===== src/rtl/nco_ctrl_pkg.sv =====
// Shared definitions for the lock-in control blocks: register map, bit
// indices, sweep state encoding and frequency-word defaults.
package nco_ctrl_pkg;

  localparam int FREQ_W_DEF     = 20;
  localparam int RESET_FREQ_DEF = 1310;

  localparam logic [2:0] ADDR_CTRL   = 3'd0;
  localparam logic [2:0] ADDR_START  = 3'd1;
  localparam logic [2:0] ADDR_STOP   = 3'd2;
  localparam logic [2:0] ADDR_STEP   = 3'd3;
  localparam logic [2:0] ADDR_DWELL  = 3'd4;
  localparam logic [2:0] ADDR_STATUS = 3'd5;
  localparam logic [2:0] ADDR_FREQ   = 3'd6;

  localparam int CTRL_START_BIT = 0;
  localparam int CTRL_ABORT_BIT = 1;
  localparam int CTRL_CONT_BIT  = 2;
  localparam int STAT_BUSY_BIT  = 0;
  localparam int STAT_DONE_BIT  = 1;

  typedef enum logic [1:0] {
    IDLE  = 2'd0,
    LOAD  = 2'd1,
    DWELL = 2'd2,
    STEP  = 2'd3
  } sweep_state_e;

  // A dwell of zero behaves as a one-cycle dwell.
  function automatic logic [31:0] nz32(input logic [31:0] v);
    return (v == 32'd0) ? 32'd1 : v;
  endfunction

endpackage


===== src/rtl/nco_sweep_dwell_timer.sv =====
// Dwell down-counter: o_expire is high during the last cycle of a dwell,
// so a reload on that edge gives back-to-back holds of exactly N cycles.
module nco_sweep_dwell_timer
  import nco_ctrl_pkg::*;
(
  input  logic        clk,
  input  logic        reset_n,
  input  logic        i_load,
  input  logic [31:0] i_load_val,
  input  logic        i_en,
  output logic        o_expire
);

  logic [31:0] r_count;

  always_ff @(posedge clk) begin
    if (!reset_n) begin
      r_count <= 32'd0;
    end else if (i_load) begin
      r_count <= nz32(i_load_val);
    end else if (i_en && (r_count != 32'd0)) begin
      r_count <= r_count - 32'd1;
    end
  end

  assign o_expire = (r_count == 32'd1);

endmodule


===== src/rtl/nco_freq_sweep_ctrl.sv =====
// Avalon-MM frequency sweep scheduler for one lock-in NCO phase-increment word.
//
// state | meaning
// IDLE  | no sweep; out_port is a plain writable register
// LOAD  | edge action: out_port <- start value, strobe, dwell reloaded
// DWELL | holding the current value until the dwell timer expires
// STEP  | edge action: out_port <- next (clamped) value, strobe, dwell reloaded
// LOAD and STEP take no cycle of their own; they happen on the edge leaving
// IDLE/DWELL so that each value is held exactly max(DWELL,1) cycles.
module nco_freq_sweep_ctrl
  import nco_ctrl_pkg::*;
#(
  parameter int FREQ_W     = FREQ_W_DEF,
  parameter int RESET_FREQ = RESET_FREQ_DEF
)
(
  input  logic              clk,
  input  logic              reset_n,
  input  logic [2:0]        address,
  input  logic              chipselect,
  input  logic              write_n,
  input  logic [31:0]       writedata,
  output logic [31:0]       readdata,
  output logic [FREQ_W-1:0] out_port,
  output logic              step_strobe,
  output logic              busy
);

  localparam logic [FREQ_W-1:0] RST_F = FREQ_W'(RESET_FREQ);

  logic [FREQ_W-1:0] r_start_freq;
  logic [FREQ_W-1:0] r_stop_freq;
  logic [FREQ_W-1:0] r_step;
  logic [31:0]       r_dwell;
  logic              r_cont;
  logic              r_done;
  logic              r_busy;
  logic              r_strobe;
  logic [FREQ_W-1:0] r_out;
  sweep_state_e      r_state;

  logic [FREQ_W-1:0] r_wk_start;
  logic [FREQ_W-1:0] r_wk_stop;
  logic [FREQ_W-1:0] r_wk_step;
  logic [31:0]       r_wk_dwell;
  logic              r_wk_up;

  logic              w_wr;
  logic              w_wr_ctrl;
  logic              w_abort;
  logic              w_start;
  logic              w_expire;
  logic              w_set_done;
  sweep_state_e      w_act;
  logic [FREQ_W:0]   w_sum;
  logic [FREQ_W:0]   w_diff;
  logic [FREQ_W-1:0] w_next;
  logic [31:0]       w_tmr_val;

  assign w_wr      = chipselect & ~write_n;
  assign w_wr_ctrl = w_wr && (address == ADDR_CTRL);
  assign w_abort   = w_wr_ctrl & writedata[CTRL_ABORT_BIT];
  assign w_start   = w_wr_ctrl & writedata[CTRL_START_BIT] & ~w_abort;

  // One extra bit catches wrap past either end of the word range.
  assign w_sum  = {1'b0, r_out} + {1'b0, r_wk_step};
  assign w_diff = {1'b0, r_out} - {1'b0, r_wk_step};

  always_comb begin
    w_next = r_wk_stop;
    if (r_wk_up) begin
      if (!w_sum[FREQ_W] && (w_sum[FREQ_W-1:0] <= r_wk_stop)) w_next = w_sum[FREQ_W-1:0];
    end else begin
      if (!w_diff[FREQ_W] && (w_diff[FREQ_W-1:0] >= r_wk_stop)) w_next = w_diff[FREQ_W-1:0];
    end
  end

  always_comb begin
    w_act      = r_state;
    w_set_done = 1'b0;
    if (w_abort) begin
      w_act = IDLE;
    end else if (w_start) begin
      w_act = LOAD;
    end else if ((r_state == DWELL) && w_expire) begin
      if (r_out == r_wk_stop) begin
        if (r_cont) begin
          w_act = LOAD;
        end else begin
          w_act      = IDLE;
          w_set_done = 1'b1;
        end
      end else begin
        w_act = STEP;
      end
    end
  end

  assign w_tmr_val = w_start ? r_dwell : r_wk_dwell;

  nco_sweep_dwell_timer u_dwell_timer (
    .clk        (clk),
    .reset_n    (reset_n),
    .i_load     ((w_act == LOAD) || (w_act == STEP)),
    .i_load_val (w_tmr_val),
    .i_en       (r_state == DWELL),
    .o_expire   (w_expire)
  );

  always_ff @(posedge clk) begin
    if (!reset_n) begin
      r_start_freq <= RST_F;
      r_stop_freq  <= RST_F;
      r_step       <= FREQ_W'(1);
      r_dwell      <= 32'd0;
      r_cont       <= 1'b0;
      r_done       <= 1'b0;
      r_busy       <= 1'b0;
      r_strobe     <= 1'b0;
      r_out        <= RST_F;
      r_state      <= IDLE;
      r_wk_start   <= RST_F;
      r_wk_stop    <= RST_F;
      r_wk_step    <= FREQ_W'(1);
      r_wk_dwell   <= 32'd0;
      r_wk_up      <= 1'b1;
    end else begin
      r_strobe <= 1'b0;
      if (w_wr) begin
        case (address)
          ADDR_CTRL:  r_cont       <= writedata[CTRL_CONT_BIT];
          ADDR_START: r_start_freq <= writedata[FREQ_W-1:0];
          ADDR_STOP:  r_stop_freq  <= writedata[FREQ_W-1:0];
          ADDR_STEP:  r_step       <= writedata[FREQ_W-1:0];
          ADDR_DWELL: r_dwell      <= writedata;
          default: ;
        endcase
      end

      case (w_act)
        LOAD: begin
          r_state  <= DWELL;
          r_busy   <= 1'b1;
          r_strobe <= 1'b1;
          if (w_start) begin
            r_out      <= r_start_freq;
            r_wk_start <= r_start_freq;
            r_wk_stop  <= r_stop_freq;
            r_wk_step  <= (r_step == '0) ? FREQ_W'(1) : r_step;
            r_wk_dwell <= r_dwell;
            r_wk_up    <= (r_start_freq <= r_stop_freq);
            r_done     <= 1'b0;
          end else begin
            r_out <= r_wk_start;
          end
        end
        STEP: begin
          r_state  <= DWELL;
          r_out    <= w_next;
          r_strobe <= 1'b1;
        end
        DWELL: begin
          r_state <= DWELL;
        end
        default: begin
          r_state <= IDLE;
          r_busy  <= 1'b0;
          if (w_set_done) r_done <= 1'b1;
          // Frequency writes only land when no sweep owns out_port.
          if (w_wr && (address == ADDR_FREQ) && (r_state == IDLE)) begin
            r_out <= writedata[FREQ_W-1:0];
          end
        end
      endcase
    end
  end

  always_comb begin
    readdata = 32'd0;
    case (address)
      ADDR_CTRL:   readdata[CTRL_CONT_BIT] = r_cont;
      ADDR_START:  readdata[FREQ_W-1:0]    = r_start_freq;
      ADDR_STOP:   readdata[FREQ_W-1:0]    = r_stop_freq;
      ADDR_STEP:   readdata[FREQ_W-1:0]    = r_step;
      ADDR_DWELL:  readdata                = r_dwell;
      ADDR_STATUS: begin
        readdata[STAT_BUSY_BIT] = r_busy;
        readdata[STAT_DONE_BIT] = r_done;
      end
      ADDR_FREQ:   readdata[FREQ_W-1:0]    = r_out;
      default: ;
    endcase
  end

  assign out_port    = r_out;
  assign step_strobe = r_strobe;
  assign busy        = r_busy;

endmodule


===== config.mk =====
export PLATFORM = sky130hd
export DESIGN_NAME = nco_freq_sweep_ctrl
export DESIGN_NICKNAME = d
export VERILOG_FILES = /design/src/rtl/nco_ctrl_pkg.sv /design/src/rtl/nco_sweep_dwell_timer.sv /design/src/rtl/nco_freq_sweep_ctrl.sv
export SDC_FILE = /design/constraint.sdc
export NUM_CORES = 1
export LEC_CHECK = 0
export ABC_AREA = 1
export CELL_PAD_IN_SITES_DETAIL_PLACEMENT = 1
export CELL_PAD_IN_SITES_GLOBAL_PLACEMENT = 1
export CORE_MARGIN = 5
export CORE_UTILIZATION = 28
export DETAILED_ROUTE_END_ITERATION = 12
export GPL_TIMING_DRIVEN = 0
export PLACE_DENSITY = 0.63
export SLEW_MARGIN = 30
export SYNTH_ARGS = -nofsm -noshare
export SYNTH_HDL_FRONTEND = slang
export SYNTH_SLANG_ARGS = --single-unit

===== constraint.sdc =====
create_clock -name clk -period 4.5 [get_ports clk]
set_input_delay 0.45 -clock clk [delete_from_list [all_inputs] [get_ports clk]]
set_output_delay 0.45 -clock clk [all_outputs]
set_load 0.01 [all_outputs]

## Yosys cells after proc, flatten, opt, wreduce, memory -nomap -nowiden

Index checks and enable logic that the tools add are counted.

- Flip-flop bits (word level): 243
- Input port bits: 39
- Output and inout bits: 54

- Add/sub/neg operators: 3
- $lt $le $gt $ge: 3
- Eq/ne operators: 13
- Multiplexer cells: 31
- Bitwise logic cells: 8
- Reductions and logical operators: 29

Operator list:

| kind | number |
|---|---|
| $mux W32 | 4 |
| $mux W20 | 6 |
| $pmux W17 S5 | 1 |
| $pmux W20 S3 | 1 |
| $le A20 B20 Y1 | 2 |
| $eq A32 B1 Y1 const B | 1 |
| $logic_not A32 Y1 | 1 |
| $reduce_bool A32 Y1 | 1 |
| $sub A32 B1 Y32 const B | 1 |
| $add A20 B20 Y21 | 1 |
| $sub A20 B20 Y21 | 1 |
| $eq A20 B20 Y1 | 1 |
| $ge A20 B20 Y1 | 1 |
| $logic_not A20 Y1 | 1 |
| $reduce_and A2 Y1 | 7 |
| $mux W12 | 1 |
| $pmux W2 S6 | 1 |
| $mux W2 | 5 |
| $eq A3 B3 Y1 const B | 3 |
| $mux W1 | 9 |
| $logic_and A1 B1 Y1 | 7 |
| $eq A2 B2 Y1 const B | 3 |
| $eq A3 B2 Y1 const B | 2 |
| $pmux W1 S6 | 1 |
| other kinds (15) | 25 |

## Depth between registers and ports, before layout

- Word-level depth: 12
- Mapped depth: 31
- Gate-level depth less buffers: 29

## Modules after synthesis

A second synthesis with hierarchy kept.

- Cells, all modules: 2,540
- Area total of the unflattened synthesis: 16,400.7 µm²

Modules (own cells, without submodules):

| module | times used | cells an instance | area each (µm²) |
|---|---|---|---|
| nco_freq_sweep_ctrl | 1 | 2,087 | 13,780.7 |
| nco_sweep_dwell_timer | 1 | 453 | 2,620.0 |

## Worst setup path after synthesis

OpenSTA, ideal clock, no wires.

- Path kind: reg2reg
- Start point: register r_out[0] (netlist: out_port[0])
- End point: register r_out[16] (netlist: out_port[16])
- Library setup time: 0.070 ns
- Data arrival time: 3.445 ns
- Required time: 4.430 ns
- Path slack: 0.985 ns
- Stages on the path, launching flop included: 26
- Path buffers: 1
- Period minus slack after synthesis: 3.515 ns
- Cell sequence: dfxtp_1 > inv_1 > ha_1 > fa_1 > o21ai_1 > nand2_1 > nand2_1 > nand3_1 > nand2_1 > nand2_1 > nand3_1 > nand2_1 > ha_1 > nand2_1 > nor2_1 > nand2_1 > nor2_1 > nand2_1 > nand4_1 > nand2_1 > inv_2 > buf_2 > nand2_1 > o211ai_1 > nand3_1 > a21oi_1

- Cells in the longest elaborated chain, start to end: 8

Ends and longest elaborated chain:

| element | line | source |
|---|---|---|
| from (decl) | nco_freq_sweep_ctrl.sv:39 | `logic [FREQ_W-1:0] r_out;` |
| from (signal assigned) | nco_freq_sweep_ctrl.sv:146 | `r_out <= r_start_freq;` |
| from (signal assigned) | nco_freq_sweep_ctrl.sv:154 | `r_out <= r_wk_start;` |
| from (signal assigned) | nco_freq_sweep_ctrl.sv:159 | `r_out <= w_next;` |
| parallel branches: the longest is 8 deep, another holds $sub A20 B20 Y21 | - |  |

Several ways; the timed one is not identified.
A chain may end at the register's enable or synchronous reset.

## Final worst setup path

- Start point: input address[1]
- End point: output readdata[10]

- Cells in the longest elaborated chain, start to end: 2

Ends and longest elaborated chain:

| element | line | source |
|---|---|---|
| from (decl) | nco_freq_sweep_ctrl.sv:19 | `input logic [2:0] address,` |
| $eq A3 B3 Y1, or another cell as far along | nco_freq_sweep_ctrl.sv:180 | `case (address)` |
| $pmux W17 S5 * | nco_freq_sweep_ctrl.sv:180 |  |
| to (decl) | nco_freq_sweep_ctrl.sv:23 | `output logic [31:0] readdata,` |

Every way passes the cells marked *; elsewhere a longest branch is shown, timed or not.

==> summary.txt <==
Pwr Density = 305.2 mW/mm2
CP Capture Type = primary output
Mapped Nets = 2,530
Critical Path AT = 3.96 ns
die area = 0.06109 mm2
placed insts = 3,234
synth-to-layout area growth = 19.17%
utilization after layout = 0.3348
Hold Vio Cnt, Final = 0
nets@finish = 2,657
Ports = 93
proportion of layout cells with a drive suffix above 1 = 0.07844
max cap viols = 0
met3 wire length = 2.877 mm
worst-path fanout max = 10
hold slack = 0.4799 ns
routed wire length = 73.55 mm
synth warn = 0
Leak = 8.400 nW
total power = 5.727 mW
largest net degree at the start of global routing = 15
kind of critical path = input port to primary output
chip width = 247.2 um
fill count = 7,174
f_max = 0.2268 GHz
Req. time, crit path = 4.05 ns
wl on met1 = 32.65 mm
hold buffers post-CTS = 0
Die H = 247.2 um
sequential share of power = 0.387
Clock Power Share = 0.426
# setup viols final = 0
initial antenna violation count = 1
setup tns final = 0 ns
Yosys reg bits = 242
Internal Dissipation = 3.947 mW
DR vias = 16,817
clk buf depth = 3
measured slew at the worst slew-check pin = 1.059 ns
asr flop ratio synth = 0
Logic pwr share = 0.187
Total Routing Usage GR = 0.2331
Setup Skew = 0.01018 ns
status = completed
row cnt = 87
met2 wire len = 35.67 mm
fin. max-slew vios = 0
P_sw = 1.780 mW
Via-to-Cell Ratio = 5.107
hold path cells = 2
Slew headroom = 0.2937
clock sink count = 242
router iterations before antenna repair = 5
post-synth cell types = 55
Core Region = 0.05606 mm2
Largest regs = r_dwell: 32 flops, r_wk_dwell: 32 flops, u_dwell_timer.r_count: 32 flops
Final GP Congestion = 0.9200
unrepaired setup endpoints after global routing = no
Clock Tree Root = clkbuf_16
H-tree depth = 1
PortBufs = 91
commonest non-fill, non-tap cells in the layout = 503 x nand2_1, 326 x inv_1, 263 x o21ai_0
Ant. Diodes = 0
CTS tree = built
synthesized instance count = 2,387
Routed Antenna Nets = 0
Most used DFF post-synth = dfxtp_1
sw frac = 0.3109
Max VDD drop = 0.2333 mV
vias in the first global route = 17,338
Min-Delay Path Class = flip-flop to flip-flop
Finished Layout Cells = 3,293
starting density of the core = 0.2809
synthesized cell area = 0.01575 mm2
Iteration-0 DRC Markers = 1,111
sequential element share of the synthesized area = 0.3076
period utilization = 0.9799
Post-route DRC = 0
first-pass GRT wire length = 108.9 mm
Worst-path clk slew = 0.06 ns
most common library cell in the layout ignoring fill and taps = nand2_1
Tmin final = 4.410 ns
Post-synth EDFFs = 0
Worst setup SP type = input port
area of the multi-input gates = 0.009131 mm2
top sig layer = met4
syn_area_per_cell = 6.598 um2
TritonCTS Buffers = 29
Overflow after GRT = 0
Detailed Place HPWL = 60.08 mm
Clk Latency, worst-skew pair = 0.57 ns
reg2reg path depth = 26
Wirelength per Cell = 22.33 um
Seq. cell area = 0.004872 mm2
==> power groups by stage <==
stage / clock network (mW) / registers, mW / logic (mW)
after floorplan: 0 / 2.24 / 0.643
after global placement: 0 / 2.26 / 1.02
after detailed placement: 0 / 2.26 / 1.04
after CTS: 2.48 / 2.21 / 1.05
after global routing: 2.57 / 2.22 / 1.17
final: 2.44 / 2.21 / 1.07
==> cell type report <==
| cell class | instances | share of cell area |
|---|---|---|
| flip-flops and latches | 242 | 0.2596 |
| multi-input cells | 1692 | 0.4865 |
| clock buffers | 41 | 0.04533 |
| well taps | 756 | 0.05040 |
| plain buffers | 118 | 0.03327 |
| inverters | 335 | 0.06720 |
| clock inverters | 13 | 0.007133 |
| repair buffers | 96 | 0.05053 |
==> synthesized netlist by cell type (5+ instances only) <==
master / count / area, um2
a211oi_1: 7 / 52.55
a21oi_1: 198 / 991.0
a221oi_1: 17 / 148.9
a31oi_1: 10 / 62.56
buf_2: 35 / 175.2
buf_4: 10 / 75.07
buf_6: 10 / 112.6
clkbuf_1: 60 / 225.2
dfxtp_1: 242 / 4845
ha_1: 102 / 1276
inv_1: 327 / 1227
inv_2: 7 / 26.28
nand2_1: 507 / 1903
nand3_1: 98 / 490.5
nand4_1: 31 / 193.9
nor2_1: 232 / 870.8
nor3_1: 24 / 120.1
nor4_1: 6 / 37.54
o211ai_1: 40 / 300.3
o21ai_0: 265 / 1326
o21ai_1: 15 / 75.07
o21bai_1: 7 / 52.55
o221ai_1: 5 / 43.79
o22ai_1: 12 / 75.07
or2_2: 13 / 81.33
xnor2_1: 14 / 122.6
xor2_1: 38 / 332.8
==> cell families (layout without fill, tap and decap cells) <==
logic type	Yosys count	in the layout	synth area share
AO/OA/AOI/OAI	593	593	0.2081
XOR/XNOR	52	52	0.02892
adder cells (fa/ha/maj)	104	104	0.08358
buffers and inverters	453	603	0.1188
flip-flops	242	242	0.3076
multiplexers	2	2	0.001271
AND/OR/NAND/NOR	941	941	0.2518
==> critical path, cell delays in order <==
cell and delay, ns:
clkdlybuf4s50_1 0.57, inv_1 0.16, nor3_1 0.70, inv_1 0.42, clkbuf_1 0.42, o21ai_0 0.30
a221oi_1 0.08, o21ai_0 0.22, clkdlybuf4s50_1 0.63
==> per-layer routing <==
layer,up-vias,global-route usage
met4,0,0.06744
met3,115,0.01827
met5,-,0
li1,8058,-
met2,431,0.4169
met1,8213,0.3000
==> final timing paths <==
path / from / end / slack, ns
worst max-delay path: address[1] / readdata[10] / 0.09
worst min-delay path: r_dwell[22] / r_dwell[22] / 0.48
worst max register to register: r_wk_step[9] / out_port[5] / 0.30
worst min register to register: r_dwell[22] / r_dwell[22] / 0.48
==> through the flow <==
| step | setup slack [ns] | instance area [um2] |
|---|---|---|
| final | 0.09037 | 18770 |
| after CTS | 0.009182 | 18630 |
| after global placement | -0.4111 | 17610 |
| after global routing | 0.002853 | 18770 |
| after detailed placement | -0.4208 | 17610 |
| after floorplan | 0.9855 | 15750 |
==> repair_timing <==
action	in CTS	in global routing
gates cloned	0	0
gates resized for setup	9	43
endpoints found under the setup margin	20	20
setup buffers	0	5
pin swaps	0	3
Note: power is estimated with default switching activity, not from simulation.
